$ cat config.mk
export PLATFORM = sky130hd
export DESIGN_NAME = tw_cmult_st4
export DESIGN_NICKNAME = d
export VERILOG_FILES = /design/src/rtl/fft_pkg.sv /design/src/rtl/cmult_pipe.sv /design/src/rtl/tw_cmult_st4.sv
export SDC_FILE = /design/constraint.sdc
export NUM_CORES = 2
export LEC_CHECK = 0
export ABC_CLOCK_PERIOD_IN_PS = 18250
export BUFFER_PORTS_ARGS = -buffer_cell sky130_fd_sc_hd__clkbuf_2
export CAP_MARGIN = 20
export CORE_ASPECT_RATIO = 0.8
export CORE_MARGIN = 4
export CORE_UTILIZATION = 40
export CTS_BUF_LIST = sky130_fd_sc_hd__clkbuf_4
export DETAILED_ROUTE_END_ITERATION = 6
export SLEW_MARGIN = 40
export SYNTH_ARGS = -nofsm -noshare
export SYNTH_HDL_FRONTEND = slang
export SYNTH_SLANG_ARGS = --single-unit
$ cat constraint.sdc
create_clock -name clk -period 18.25 [get_ports clk]
set_clock_uncertainty 0.1 [all_clocks]
set_input_delay 0.9125 -clock clk [delete_from_list [all_inputs] [get_ports clk]]
set_output_delay 0.9125 -clock clk [all_outputs]
set_load 0.05 [all_outputs]
$ cat src/rtl/fft_pkg.sv
// Shared FFT datapath definitions.
//   DEF_DATA_W / DEF_TW_W : default sample and twiddle widths
//   cplx_t / tw_t         : packed complex sample and twiddle types
//   sat_rnd()             : round-half-up right shift followed by signed saturation
package fft_pkg;

  localparam int unsigned DEF_DATA_W = 16;
  localparam int unsigned DEF_TW_W   = 12;

  typedef struct packed {
    logic signed [DEF_DATA_W-1:0] re;
    logic signed [DEF_DATA_W-1:0] im;
  } cplx_t;

  typedef struct packed {
    logic signed [DEF_TW_W-1:0] re;
    logic signed [DEF_TW_W-1:0] im;
  } tw_t;

  // Adds 2^(shift-1), arithmetic-shifts right by shift, then clamps to the
  // signed range of 'width' bits. shift must be >= 1, width <= 63.
  function automatic logic signed [63:0] sat_rnd(input logic signed [63:0] value,
                                                 input int unsigned shift,
                                                 input int unsigned width);
    logic signed [63:0] r;
    logic signed [63:0] max_v;
    logic signed [63:0] min_v;
    r     = (value + (64'sd1 <<< (shift - 1))) >>> shift;
    max_v = (64'sd1 <<< (width - 1)) - 64'sd1;
    min_v = -(64'sd1 <<< (width - 1));
    if (r > max_v) begin
      r = max_v;
    end else if (r < min_v) begin
      r = min_v;
    end
    return r;
  endfunction

endpackage

$ cat src/rtl/cmult_pipe.sv
// Two-stage signed complex multiplier (a * b) with rounding and saturation.
//   clk, rst         : clock, synchronous active-low reset
//   in_valid, in_sb  : input qualifier and sideband carried alongside the data
//   a_re, a_im       : A_W-bit signed data operand
//   b_re, b_im       : B_W-bit signed Q1.(B_W-1) coefficient
//   out_valid, out_sb: qualifier and sideband, 2 cycles after the input
//   out_re, out_im   : A_W-bit rounded, saturated product; held while invalid
module cmult_pipe
  import fft_pkg::*;
#(
  parameter int unsigned A_W  = DEF_DATA_W,
  parameter int unsigned B_W  = DEF_TW_W,
  parameter int unsigned SB_W = 2
) (
  input  logic                  clk,
  input  logic                  rst,
  input  logic                  in_valid,
  input  logic [SB_W-1:0]       in_sb,
  input  logic signed [A_W-1:0] a_re,
  input  logic signed [A_W-1:0] a_im,
  input  logic signed [B_W-1:0] b_re,
  input  logic signed [B_W-1:0] b_im,
  output logic                  out_valid,
  output logic [SB_W-1:0]       out_sb,
  output logic signed [A_W-1:0] out_re,
  output logic signed [A_W-1:0] out_im
);

  localparam int unsigned P_W = A_W + B_W;
  localparam int unsigned S_W = P_W + 1;

  logic                  v2_d, v2_q;
  logic [SB_W-1:0]       sb2_d, sb2_q;
  logic signed [P_W-1:0] rr_d, rr_q, ii_d, ii_q, ri_d, ri_q, ir_d, ir_q;

  logic                  v3_d, v3_q;
  logic [SB_W-1:0]       sb3_d, sb3_q;
  logic signed [A_W-1:0] re3_d, re3_q, im3_d, im3_q;

  logic signed [S_W-1:0] re_sum, im_sum;

  always_comb begin
    v2_d  = in_valid;
    sb2_d = sb2_q;
    rr_d  = rr_q;
    ii_d  = ii_q;
    ri_d  = ri_q;
    ir_d  = ir_q;
    if (in_valid) begin
      sb2_d = in_sb;
      rr_d  = P_W'(a_re) * P_W'(b_re);
      ii_d  = P_W'(a_im) * P_W'(b_im);
      ri_d  = P_W'(a_re) * P_W'(b_im);
      ir_d  = P_W'(a_im) * P_W'(b_re);
    end

    re_sum = S_W'(rr_q) - S_W'(ii_q);
    im_sum = S_W'(ri_q) + S_W'(ir_q);

    v3_d  = v2_q;
    sb3_d = sb3_q;
    re3_d = re3_q;
    im3_d = im3_q;
    if (v2_q) begin
      sb3_d = sb2_q;
      re3_d = A_W'(sat_rnd(64'(re_sum), B_W - 1, A_W));
      im3_d = A_W'(sat_rnd(64'(im_sum), B_W - 1, A_W));
    end
  end

  always_ff @(posedge clk) begin
    if (!rst) begin
      v2_q  <= 1'b0;
      sb2_q <= '0;
      rr_q  <= '0;
      ii_q  <= '0;
      ri_q  <= '0;
      ir_q  <= '0;
      v3_q  <= 1'b0;
      sb3_q <= '0;
      re3_q <= '0;
      im3_q <= '0;
    end else begin
      v2_q  <= v2_d;
      sb2_q <= sb2_d;
      rr_q  <= rr_d;
      ii_q  <= ii_d;
      ri_q  <= ri_d;
      ir_q  <= ir_d;
      v3_q  <= v3_d;
      sb3_q <= sb3_d;
      re3_q <= re3_d;
      im3_q <= im3_d;
    end
  end

  assign out_valid = v3_q;
  assign out_sb    = sb3_q;
  assign out_re    = re3_q;
  assign out_im    = im3_q;

endmodule

$ cat src/rtl/tw_cmult_st4.sv
// Stage-4 twiddle reader and multiplier.
// Tracks the sample index, drives the twiddle ROM address/read enable, delays
// each sample one cycle to meet the registered ROM output, and multiplies.
//   clk, rst              : clock, synchronous active-low reset
//   in_valid, in_sof      : input qualifier and frame start
//   in_re, in_im          : signed input sample
//   tw_addr, tw_valid     : ROM address and read enable (combinational)
//   tw_re, tw_im          : ROM output, valid one cycle after a read
//   out_valid/sof/last    : product qualifier, index-0 and index-(N-1) flags
//   out_re, out_im        : signed product, 3 cycles after the input
module tw_cmult_st4
  import fft_pkg::*;
#(
  parameter int unsigned DATA_W = DEF_DATA_W,
  parameter int unsigned TW_W   = DEF_TW_W,
  parameter int unsigned N      = 16,
  parameter int unsigned ADDR_W = 4
) (
  input  logic                     clk,
  input  logic                     rst,
  input  logic                     in_valid,
  input  logic                     in_sof,
  input  logic signed [DATA_W-1:0] in_re,
  input  logic signed [DATA_W-1:0] in_im,
  output logic [ADDR_W-1:0]        tw_addr,
  output logic                     tw_valid,
  input  logic signed [TW_W-1:0]   tw_re,
  input  logic signed [TW_W-1:0]   tw_im,
  output logic                     out_valid,
  output logic                     out_sof,
  output logic                     out_last,
  output logic signed [DATA_W-1:0] out_re,
  output logic signed [DATA_W-1:0] out_im
);

  localparam logic [ADDR_W-1:0] LAST_IDX = ADDR_W'(N - 1);

  logic [ADDR_W-1:0]        idx_d, idx_q;
  logic [ADDR_W-1:0]        cur;

  logic                     s1_valid_d, s1_valid_q;
  logic                     s1_sof_d, s1_sof_q;
  logic                     s1_last_d, s1_last_q;
  logic signed [DATA_W-1:0] s1_re_d, s1_re_q;
  logic signed [DATA_W-1:0] s1_im_d, s1_im_q;

  logic [1:0]               out_sb;

  always_comb begin
    cur   = in_sof ? '0 : idx_q;
    idx_d = idx_q;
    if (in_valid) begin
      idx_d = (cur == LAST_IDX) ? '0 : cur + ADDR_W'(1);
    end

    s1_valid_d = in_valid;
    s1_sof_d   = s1_sof_q;
    s1_last_d  = s1_last_q;
    s1_re_d    = s1_re_q;
    s1_im_d    = s1_im_q;
    if (in_valid) begin
      // Frame start is index 0, so a wrap without in_sof still flags sof.
      s1_sof_d  = (cur == '0);
      s1_last_d = (cur == LAST_IDX);
      s1_re_d   = in_re;
      s1_im_d   = in_im;
    end
  end

  always_ff @(posedge clk) begin
    if (!rst) begin
      idx_q      <= '0;
      s1_valid_q <= 1'b0;
      s1_sof_q   <= 1'b0;
      s1_last_q  <= 1'b0;
      s1_re_q    <= '0;
      s1_im_q    <= '0;
    end else begin
      idx_q      <= idx_d;
      s1_valid_q <= s1_valid_d;
      s1_sof_q   <= s1_sof_d;
      s1_last_q  <= s1_last_d;
      s1_re_q    <= s1_re_d;
      s1_im_q    <= s1_im_d;
    end
  end

  assign tw_addr  = cur;
  assign tw_valid = in_valid & rst;

  cmult_pipe #(
    .A_W  (DATA_W),
    .B_W  (TW_W),
    .SB_W (2)
  ) u_cmult (
    .clk       (clk),
    .rst       (rst),
    .in_valid  (s1_valid_q),
    .in_sb     ({s1_sof_q, s1_last_q}),
    .a_re      (s1_re_q),
    .a_im      (s1_im_q),
    .b_re      (tw_re),
    .b_im      (tw_im),
    .out_valid (out_valid),
    .out_sb    (out_sb),
    .out_re    (out_re),
    .out_im    (out_im)
  );

  assign out_sof  = out_sb[1];
  assign out_last = out_sb[0];

endmodule

==> summary.txt <==
Routing
  • Detailed router's first-iteration violation count: around 1,600
  • M1 WL: 43.4 mm
  • Final WL: 97.2 mm
  • Top routing layer in use: met5
  • Wirelength per Cell: 17.9 um
  • Vias: 27,379
  • Residual DRC: 1
  • Routed Antenna Nets: 0
  • Met3 WL: 6.35 mm
  • First drt pass iteration count: 7
  • DR WL met2: 44.9 mm
  • Vias per cell: 5.05

Synth
  • Seq/Total Area, Yosys: 0.101
  • Synth warn: 0
  • Cell Area, Synth: ~0.037 sq mm
  • Synth cell types: 75
  • Asr flop ratio synth: 0
  • Post-Syn Nets: ~5,300
  • Post-synthesis cell count: roughly 4,200
  • Main synth FF type: dfxtp_1
  • Post-synth EDFFs: 0
  • Yosys reg bits: 189
  • Syn_area_per_cell: 8.86 sq um

Global route
  • First-pass GRT wire length: 157 mm
  • Largest net degree at the start of global routing: 83
  • Total GRT Usage: 0.205
  • Vias in the first global route: 27,701
  • Antenna violations before repair: 13
  • Gr ovfl total: 0

Finish
  • Fin nets: 5,305
  • Multi-input gate area: between 0.02 and 0.03 sq mm
  • # fillers: 9,220
  • P&R area growth vs syn: 5.48%
  • Utilization after layout: 0.428
  • Sequential cell area: 0.00379 sq mm
  • Share of cells above drive strength 1: 0.0531
  • Non-filler cells, final: 5,420
  • Post-route cell area: 0.0394 sq mm

Setup path
  • Setup crit start: s1_re_q[3]
  • CP endpoint: u_cmult.rr_q[27]
  • Family with the most delay on the worst path: adder cells
  • RR Endpoint: u_cmult.rr_q[27]
  • Slowest-stage cell, CP: dfxtp_1
  • FF-to-FF path depth: 21
  • Critical Path Stages: 21
  • Max incr delay on CP: 760 ps
  • Worst R2R Start: s1_re_q[3]
  • CP most frequent cell: fa_1
  • Critical Path Start Type: register
  • Crit-path max FO: 16
  • Setup crit end kind: register
  • R2r setup slk: roughly 12,000 ps
  • CP Class: register to register
  • Number of buffers and inverters on the critical path: 4
  • Critical Path RT: ~19,000 ps
  • CP Cell Sequence: buf_4 > nand2_1 > fa_1 > inv_1 > ha_1 > fa_1 > inv_1 > fa_1 > fa_1 > inv_1 > ha_1 > nor2b_1 > o21ai_0 > a21boi_0 > o21ai_0 > a21oi_1 > a41oi_1 > a21oi_1 > a21oi_1 > or4b_2 > o2111a_1
  • Worst endpoint data arrival time: 7210 ps

Power and ir drop
  • Cell Int Power: 1.98 mW
  • Combinational power share: 0.809
  • PwrDens: 113 mW/mm^2
  • Sw Share: 0.553
  • Pleak: 19.8 nW
  • Max VDD drop: 140 uV
  • Reg power frac: 0.131
  • Clock share of power: 0.060
  • Power, Total: 4.44 mW
  • Net Sw Power: 2.45 mW

Die
  • Die area: 0.0983 sq mm
  • Core Footprint: 0.0919 sq mm
  • Chip height: 281 um
  • Die Wd: 349 um
  • I/O Pins: 100
  • Core Rows: 99
  • Starting Density: 0.406

Clocking
  • TritonCTS clock tree: done
  • Clk root buf: clkbuf_4
  • CTS Buffer Depth: 2
  • H-tree depth: 4
  • Clk sinks: 189
  • Cts hold-fix bufs: 0
  • CTS Buf Count: 17
  • Skew-Pair Late Insertion Delay: 880 ps
  • Post-cts resize count: 0
  • Clock transition at path regs: 210 ps
  • Post-CTS Setup Bufs: 0

Placement
  • Final GP Congestion: slightly below 0.9
  • Cell count after placement: 5,378
  • HPWL after DPL: 76.0 mm
  • DP Worst Slack: 11,060 ps
  • Placed inst area: slightly below 0.04 sq mm
  • PortBufs: 99

Flow run
  • Max-Cap Viols: 0

STA
  • RSZ-0062 raised after global routing: false
  • Hold slack: 180 ps
  • Setup ws final: 11,720 ps
  • Relative slew slack: 0.420
  • Least-Margin Pin Slew: about 870 ps
  • Max Slew Vio Count: 0
  • Final period util: 0.358
  • Final hold violations: 0
  • Fmax: ~150 MHz
  • Crit path time final: about 6500 ps
  • Setup TNS: 0 ps
  • # setup viols final: 0

Outcome
  • Violated checks: design-rule violations
  • Status: finished, violations left

Min path
  • Hold WC Path Type: input port to register
  • Hold path cells: 3
## worst register-to-register path: stages, from the launching register on
cell and delay (ps):
dfxtp_1 760, buf_4 390, nand2_1 150, fa_1 550
inv_1 40, ha_1 180, fa_1 500, inv_1 60
fa_1 480, fa_1 500, inv_1 40, ha_1 290
nor2b_1 150, o21ai_0 220, a21boi_0 150, o21ai_0 240
a21oi_1 190, a41oi_1 300, a21oi_1 160, a21oi_1 220
or4b_2 600, o2111a_1 160
## power groups by stage
stage	Clock [mW]	Sequential, mW	Combinational, mW
after floorplan	0	0.583	2.64
after detailed placement	0	0.593	3.60
after CTS	0.277	0.584	3.63
final	0.265	0.582	3.59
after global routing	0.291	0.593	4.07
after global placement	0	0.592	3.58
## routing by layer
metal,global-route usage,vias up
li1,-,12744
met1,0.286,13864
met2,0.330,676
met3,0.0390,87
met4,0.0550,8
met5,0,-
## synthesized netlist by cell type, drive strengths merged, types with 9 or more instances
cell	number	area (sq um)
o21bai	9	67.6
inv	911	3420
a21boi	10	75.1
nand2	562	2110
xnor2	89	780
mux2i	103	1030
nand2b	29	181
o211a	16	160
o21a	16	120
nor3	24	120
o21ai	101	505
dfxtp	189	3780
fa	712	14300
or3	9	57.6
nand3	47	235
clkbuf	184	691
buf	11	62.6
a211oi	13	103
o31ai	11	87.6
a31oi	16	100
nor2b	129	807
ha	346	4330
and3	11	68.8
xor2	39	342
nor2	108	405
and2	246	1540
a21o	55	413
a21oi	117	631
## how the worst min path moves through the flow
| stage | from | to | slack, ps |
|---|---|---|---|
| 2_1_floorplan | u_cmult.rr_q[26] | u_cmult.rr_q[26] | 330 |
| 3_3_place_gp | u_cmult.out_re[11] | u_cmult.out_re[11] | 360 |
| 3_5_place_dp | u_cmult.out_re[11] | u_cmult.out_re[11] | 360 |
| 4_1_cts | in_im[8] | s1_im_q[8] | 110 |
| 5_1_grt | in_im[8] | s1_im_q[8] | 150 |
| 6_report | in_im[8] | s1_im_q[8] | 180 |
## area by class of cell
cell class / count / area share
multi-input combinational: 2913 / 0.746
sequential: 189 / 0.0963
inverter: 913 / 0.0871
tap: 1212 / 0.0385
timing repair buffer: 153 / 0.0246
clock inverter: 15 / 0.00381
clock buffer: 17 / 0.00324
antenna: 8 / 0.000509
## registers in the layout (all words and copies together) (netlist names)
signal / count
idx_q: 4
s1_im_q: 16
s1_last_q: 1
s1_re_q: 16
s1_sof_q: 1
s1_valid_q: 1
u_cmult.ii_q: 28
u_cmult.ir_q: 28
u_cmult.out_im: 16
u_cmult.out_re: 16
u_cmult.out_sb: 2
u_cmult.out_valid: 1
u_cmult.ri_q: 28
u_cmult.rr_q: 28
u_cmult.sb2_q: 2
u_cmult.v2_q: 1
## cells in the final DEF, fill, tap and decap left out, drive strengths merged, types with 9 or more instances in the layout
cell type | netlist | layout
a211oi | 13 | 13
a21boi | 10 | 10
a21o | 55 | 55
a21oi | 117 | 117
a31oi | 16 | 16
and2 | 246 | 246
and3 | 11 | 11
buf | 11 | 57
clkbuf | 184 | 113
clkinv | 2 | 10
dfxtp | 189 | 189
fa | 712 | 712
ha | 346 | 346
inv | 911 | 916
mux2i | 103 | 103
nand2 | 562 | 562
nand2b | 29 | 29
nand3 | 47 | 47
nor2 | 108 | 108
nor2b | 129 | 129
nor3 | 24 | 24
o211a | 16 | 16
o21a | 16 | 16
o21ai | 101 | 101
o21bai | 9 | 9
o31ai | 11 | 11
or3 | 9 | 9
xnor2 | 89 | 89
xor2 | 39 | 39
## cells by family (layout without fill, tap and decap cells)
family / after synthesis / in the layout / share of synthesized area
xor gates and xnor gates: 128 / 128 / 0.0300
other: 0 / 8 / 0
DFF: 189 / 189 / 0.101
muxes: 104 / 104 / 0.0279
adders and majority gates: 1058 / 1058 / 0.498
buffers and inverters: 1108 / 1098 / 0.112
AOI/OAI and AO/OA: 424 / 424 / 0.0758
and+or+nand+nor: 1199 / 1199 / 0.155
Power figures use the tool's default switching activity.
